`config.mk`:
```
export PLATFORM = sky130hd
export DESIGN_NAME = payload_rr_scheduler
export DESIGN_NICKNAME = d
export VERILOG_FILES = /design/src/rtl/payload_rr_scheduler.sv
export SDC_FILE = /design/constraint.sdc
export NUM_CORES = 1
export LEC_CHECK = 0
export ABC_AREA = 1
export ABC_CLOCK_PERIOD_IN_PS = 4350
export BUFFER_PORTS_ARGS = -buffer_cell sky130_fd_sc_hd__buf_2
export CORE_ASPECT_RATIO = 1.1
export CORE_MARGIN = 10
export CORE_UTILIZATION = 56
export DETAILED_ROUTE_END_ITERATION = 10
export GPL_TIMING_DRIVEN = 0
export PLACE_DENSITY = 0.81
export SETUP_SLACK_MARGIN = 0.4
export SYNTH_ARGS = -nofsm -noshare
export SYNTH_HDL_FRONTEND = slang
export SYNTH_SLANG_ARGS = --single-unit
```
`constraint.sdc`:
```
create_clock -name clk -period 4.35 [get_ports clk]
set_input_delay 0.435 -clock clk [delete_from_list [all_inputs] [get_ports clk]]
set_output_delay 0.435 -clock clk [all_outputs]
set_load 0.05 [all_outputs]
```
`src/rtl/payload_rr_scheduler.sv`:
```
// Round-robin burst scheduler sharing one payload channel among NUM_PE PEs.
// Define PAYLOAD_SCHED_TIMEOUT_EN to force-release bursts after MAX_BEATS beats.
module payload_rr_scheduler #(
   parameter int NUM_PE    = 10,
   parameter int IDX_W     = 4,
   parameter int MAX_BEATS = 16
) (
   input  logic              clk,
   input  logic              rst,
   input  logic [NUM_PE-1:0] req,
   input  logic [NUM_PE-1:0] last,
   input  logic              out_ready,
   output logic              out_valid,
   output logic [NUM_PE-1:0] grant,
   output logic [IDX_W-1:0]  grant_idx,
   output logic              burst_done,
   output logic              burst_abort
);

   localparam logic [0:0] IDLE = 1'b0;
   localparam logic [0:0] BUSY = 1'b1;

   logic [0:0]       state;
   logic [IDX_W-1:0] ptr;
   logic [IDX_W-1:0] win_hi;
   logic [IDX_W-1:0] win_lo;
   logic [IDX_W-1:0] winner;
   logic             found_hi;
   logic             fire;
   logic             lst;
   logic             hit;
   logic             rel;

   // Lowest requester at/above ptr wins, else lowest requester overall.
   always_comb begin
      found_hi = 1'b0;
      win_hi   = '0;
      win_lo   = '0;
      for (int i = NUM_PE - 1; i >= 0; i--) begin
         if (req[i]) begin
            win_lo = IDX_W'(i);
            if (IDX_W'(i) >= ptr) begin
               found_hi = 1'b1;
               win_hi   = IDX_W'(i);
            end
         end
      end
      winner = found_hi ? win_hi : win_lo;
   end

   assign out_valid = (state == BUSY) & (|(req & grant));
   assign lst       = |(last & grant);
   assign fire      = out_valid & out_ready;
   assign rel       = fire & (lst | hit);

`ifdef PAYLOAD_SCHED_TIMEOUT_EN
   localparam int CNT_W = $clog2(MAX_BEATS + 1);

   logic [CNT_W-1:0] beat_cnt;

   assign hit = fire & ~lst & (beat_cnt == CNT_W'(MAX_BEATS - 1));

   always_ff @(posedge clk or posedge rst) begin
      if (rst) begin
         beat_cnt    <= '0;
         burst_abort <= 1'b0;
      end else begin
         burst_abort <= hit;
         if (state == IDLE)
            beat_cnt <= '0;
         else if (fire)
            beat_cnt <= beat_cnt + 1'b1;
      end
   end
`else
   assign hit         = 1'b0;
   assign burst_abort = 1'b0;
`endif

   always_ff @(posedge clk or posedge rst) begin
      if (rst) begin
         state      <= IDLE;
         grant      <= '0;
         grant_idx  <= '0;
         ptr        <= '0;
         burst_done <= 1'b0;
      end else begin
         burst_done <= 1'b0;
         case (state)
            IDLE: begin
               if (|req) begin
                  state     <= BUSY;
                  grant     <= NUM_PE'(1) << winner;
                  grant_idx <= winner;
               end
            end
            BUSY: begin
               if (rel) begin
                  state      <= IDLE;
                  grant      <= '0;
                  grant_idx  <= '0;
                  burst_done <= lst;
                  ptr        <= (grant_idx == IDX_W'(NUM_PE - 1)) ?
                                '0 : grant_idx + 1'b1;
               end
            end
            default: state <= IDLE;
         endcase
      end
   end

endmodule

```
* Yosys cells after proc, flatten, opt, wreduce, memory -nomap -nowiden
Cells that the tools add are included.
** Cells by class
- Muxes and demuxes :: 63
- Bitwise gates (word level) :: 6
- $lt $le $gt $ge :: 10
- Equal/unequal tests :: 3
- $add $sub $neg :: 1
- Shift operators :: 1
- Reduce and logical (&&, ||, !) cells :: 5
** Operators by type and width (count)
- $mux 4 :: 34
- $reduce_or 10->1 :: 3
- $mux 1 :: 24
- $and 10x10->10 :: 2
- $mux 10 :: 2
- $pmux 10 s2 :: 1
- $ge 3x4->1 const A :: 4
- $shl 1x4->10 const A :: 1
- $ge 1x4->1 const A :: 2
- $ge 2x4->1 const A :: 2
- $ge 4x4->1 const A :: 2
- $pmux 4 s2 :: 1
- $add 4x1->4 const B :: 1
- $eq 4x4->1 const B :: 1
- $reduce_and 2->1 :: 2
- $and 1x1->1 :: 3
- $ne 2x1->1 const B :: 1
- $ne 2x2->1 const B :: 1
- $pmux 1 s2 :: 1
- $not 1->1 :: 1
** Word-level totals
- Output and inout bits :: 17
- Flip-flop bits (word level) :: 20
- Logic and storage cells :: 94
- Bits of input ports :: 23

* Logic depth before layout (Yosys ltp)
- Depth in word-level cells :: 25
- Mapped depth :: 12

* Worst setup path after synthesis
OpenSTA, ideal clock, no wires.
- Path kind :: register to register
- Start :: reg grant[4]
- End :: reg grant[0]
- Arrival :: 1.895 ns
- Library setup time :: 0.118 ns
- Required time :: 4.232 ns
- Cell stages (with the launch flop) :: 12
- Slack :: 2.337 ns
- Cells stage by stage :: dfrtp_1 nand2_1 and3_1 nand3_1 nand2_1 inv_2 nand2_1 nor2_4 nor2_4 buf_2 nand2_1 nand2_1
** Between the ends
- Word-level cells in the longest chain between the ends :: 7
- Elaborated cells between the ends (all ways) :: 9
- Those cells by class :: eq/ne: 1; bitwise: 5; reduce/logical: 3
** Ends and longest elaborated chain
- from (decl) :: RTL line 14 : output logic [NUM_PE-1:0] grant,
- from (signal assigned) :: RTL line 93 : grant <= NUM_PE'(1) << winner;
- $and 10x10->10 :: RTL line 51 : assign out_valid = (state == BUSY) & (|(req & grant));
- $reduce_or 10->1 :: RTL line 51
- $and 1x1->1 :: RTL line 51
- via out_valid :: RTL line 13 : output logic out_valid,
- $and 1x1->1 :: RTL line 53 : assign fire = out_valid & out_ready;
- $and 1x1->1 :: RTL line 54 : assign rel = fire & (lst | hit);
- $ne 2x1->1 (no line)
- $reduce_and 2->1 (no line)
The timed path passes the listed nets, and every way through them passes these cells.
A chain may end at the register's enable or synchronous reset.

* Worst setup path in the final report
- Start :: reg grant[3]
- End :: out out_valid
** Between the ends
- Word-level cells in the longest chain between the ends :: 3
** Ends and longest elaborated chain (RTL line)
- $and 10x10->10 :: 51
- $reduce_or 10->1 :: 51
- $and 1x1->1 :: 51
- to (decl) :: 13
Every way passes these cells.

==> results.txt <==
Unrepaired setup endpoints after global routing = false
Synth Instances = 214
Total GRT Usage = 0.157
Setup TNS = 0 ps
Worst-path clk slew = 110 ps
Routed WL per cell = 13.3 um
CTS Sinks = 20
Warnings, synthesis = 0
Die area = 5040 um^2
Worst Tran Pin Value = 744 ps
First-pass GRT wire length = 6310 um
Vias = 1,496
Worst-case clock buffer depth = 2
H-Tree Depth = 1
Fin util = 0.689
Finished Layout Cells = 287
Synth-to-Final Area Change = 18.2%
Worst skew pair latency = 290 ps
Biggest area consumer among synthesized cells = dfrtp_1
Flops & latches, synth = 20
Initial antenna violation count = 0
Worst Path Required = 3910 ps
CP arrival = 1420 ps
LEAKAGE = 0.997 nW
Yosys cell types = 25
Largest net degree at the start of global routing = 21
Hpwl dp = 3160 um
Number of buffers created by CTS = 3
Die Ht = 73.4 um
WL final = 3820 um
Type of the worst min-delay path = in2async
Synthesized area = 1450 um^2
N_diodes = 0
Run status = complete, no violations
Antenna Nets Post-Route = 0
Pre-CTS setup slack = 2480 ps
Post-Syn Area per Cell = 6.79 um^2
CTS Root Cell = clkbuf_4
Clock skew = 1.15 ps
Fin. max-slew vios = 0
CP Class = reg2out
# Max-Cap Violations = 0
I/O Buffers = 38
Initial core utilization = 0.582
Power density cells = 706 nW/um^2
Via/cell ratio = 5.21
Share of cells above drive strength 1 = 0.246
Final hold slack = 249 ps
Worst slew margin = 0.504
Sequential share of the synthesized area = 0.344
Post-CTS setup buffers = 0
Max VDD drop = 0.000570 V
Post-CTS Resized = 0
Vias in the first global route = 1,451
Die Width = 68.6 um
EDFF count, synth = 0
Prevailing post-synth register cell = dfrtp_1
Top-area cell type share of the netlist area = 0.344
Syn_nets = 237
Ys async rst share = 1.00
Number of detailed-routing iterations run before antenna repair = 4
Row Count = 19
Final hold vios = 0
Core Area = 2500 um^2
Final period utilization = 0.427
Main area contributors after synthesis = dfrtp_1 (34%), nand2_1 (22%), nand3_1 (5.9%)
Setup ws final = 2490 ps
Min cycle time layout = 1860 ps
Kind of start point of the critical path = register
Placed insts = 283
Max Clk Rate = 539 MHz
I/O Pins = 40
Routability cong. = 0.890
Initial DRC Count = 56
Residual DRC count = 0
Reg2reg path depth = 9
Post-CTS Hold Fix Bufs = 0
Setup crit end kind = primary output
Final Net Count = 280
Crit Path Max Fanout = 4
Global route overflow = 0
# setup viols final = 0
CTS tree = built
[routing by layer]
| metal | global-route usage | part of all wire | vias to the layer above |
|---|---|---|---|
| met5 | 0 | 0 | - |
| met4 | 0.0716 | 0.019 | 0 |
| met3 | 0.0182 | 0.042 | 8 |
| met2 | 0.252 | 0.49 | 32 |
| met1 | 0.201 | 0.45 | 685 |
| li1 | - | - | 771 |
[path summary, 6_finish.rpt]
| path | from | to | slack (ps) |
|---|---|---|---|
| max | grant[3] | out_valid | 2490 |
| max in group asynchronous | rst | grant[0] | 3640 |
| min reg2reg | grant_idx[3] | grant_idx[3] | 540 |
| min | rst | grant_idx[2] | 250 |
| min in group clk | out_ready | burst_done | 470 |
| max reg2reg | grant[6] | grant[6] | 2610 |
[cell usage after synthesis (2+ instances only)]
library cell / instances
nand2_1: 84
inv_1: 22
dfrtp_1: 20
nand3_1: 17
nor2_1: 17
nand4_1: 8
o21ai_0: 8
a21oi_1: 5
a22o_1: 5
nor2_4: 5
nand2_2: 3
nand2_4: 3
o21bai_1: 3
inv_2: 2
o21ai_2: 2
[flip-flops by register name (all words and copies together), names as in the netlist]
signal / count
grant: 10
grant_idx: 4
ptr: 4
burst_done: 1
state: 1
[worst max-delay path: stages, from the launching register on]
cell and delay, ps:
dfrtp_1 440, nand2_1 90, nand3_1 80, a21oi_1 120
nand3_1 80, nand2_1 70, inv_2 40, buf_2 200
[cells by family (layout without fill, tap and decap cells)]
kind of cell / count (synthesis) / after routing / synth area share
AO/OA/AOI/OAI: 25 / 25 / 0.114
XOR/XNOR: 1 / 1 / 0.00603
buffers and inverters: 26 / 68 / 0.0706
flip-flops: 20 / 20 / 0.344
other: 1 / 1 / 0.00258
AND/OR/NAND/NOR: 141 / 141 / 0.463
[cells in the final DEF (no fill, tap or decap), types with 3 or more instances in the layout]
cell type	n
a22o_1	5
o21bai_1	3
nand2_2	3
a21oi_1	5
nand3_1	17
nand2_4	3
inv_1	22
nor2_4	5
nor2_1	17
nand2_1	84
dfrtp_1	20
clkbuf_4	3
buf_2	39
o21ai_0	8
nand4_1	8
[final cells by class]
cell class	count	area, um^2
Buffer	2	12.5
Clock buffer	4	36.3
Fill cell	250	777
Inverter	24	90.1
Multi-Input combinational cell	168	851
Sequential cell	20	500
Tap cell	31	38.8
Timing Repair Buffer	38	190
[power breakdown]
part,internal [W],switching [W]
registers,0.000250,0.0000846
logic,0.000211,0.000562
clock network,0.0000510,0.0000545
total,0.000513,0.000701
[metrics by stage]
step,power [W],instance area (um^2)
after floorplan,0.000930,1450
after global placement,0.00110,1680
after detailed placement,0.00111,1680
after CTS,0.00122,1720
after global routing,0.00131,1720
final,0.00121,1720
Power figures use the tool's default switching activity.
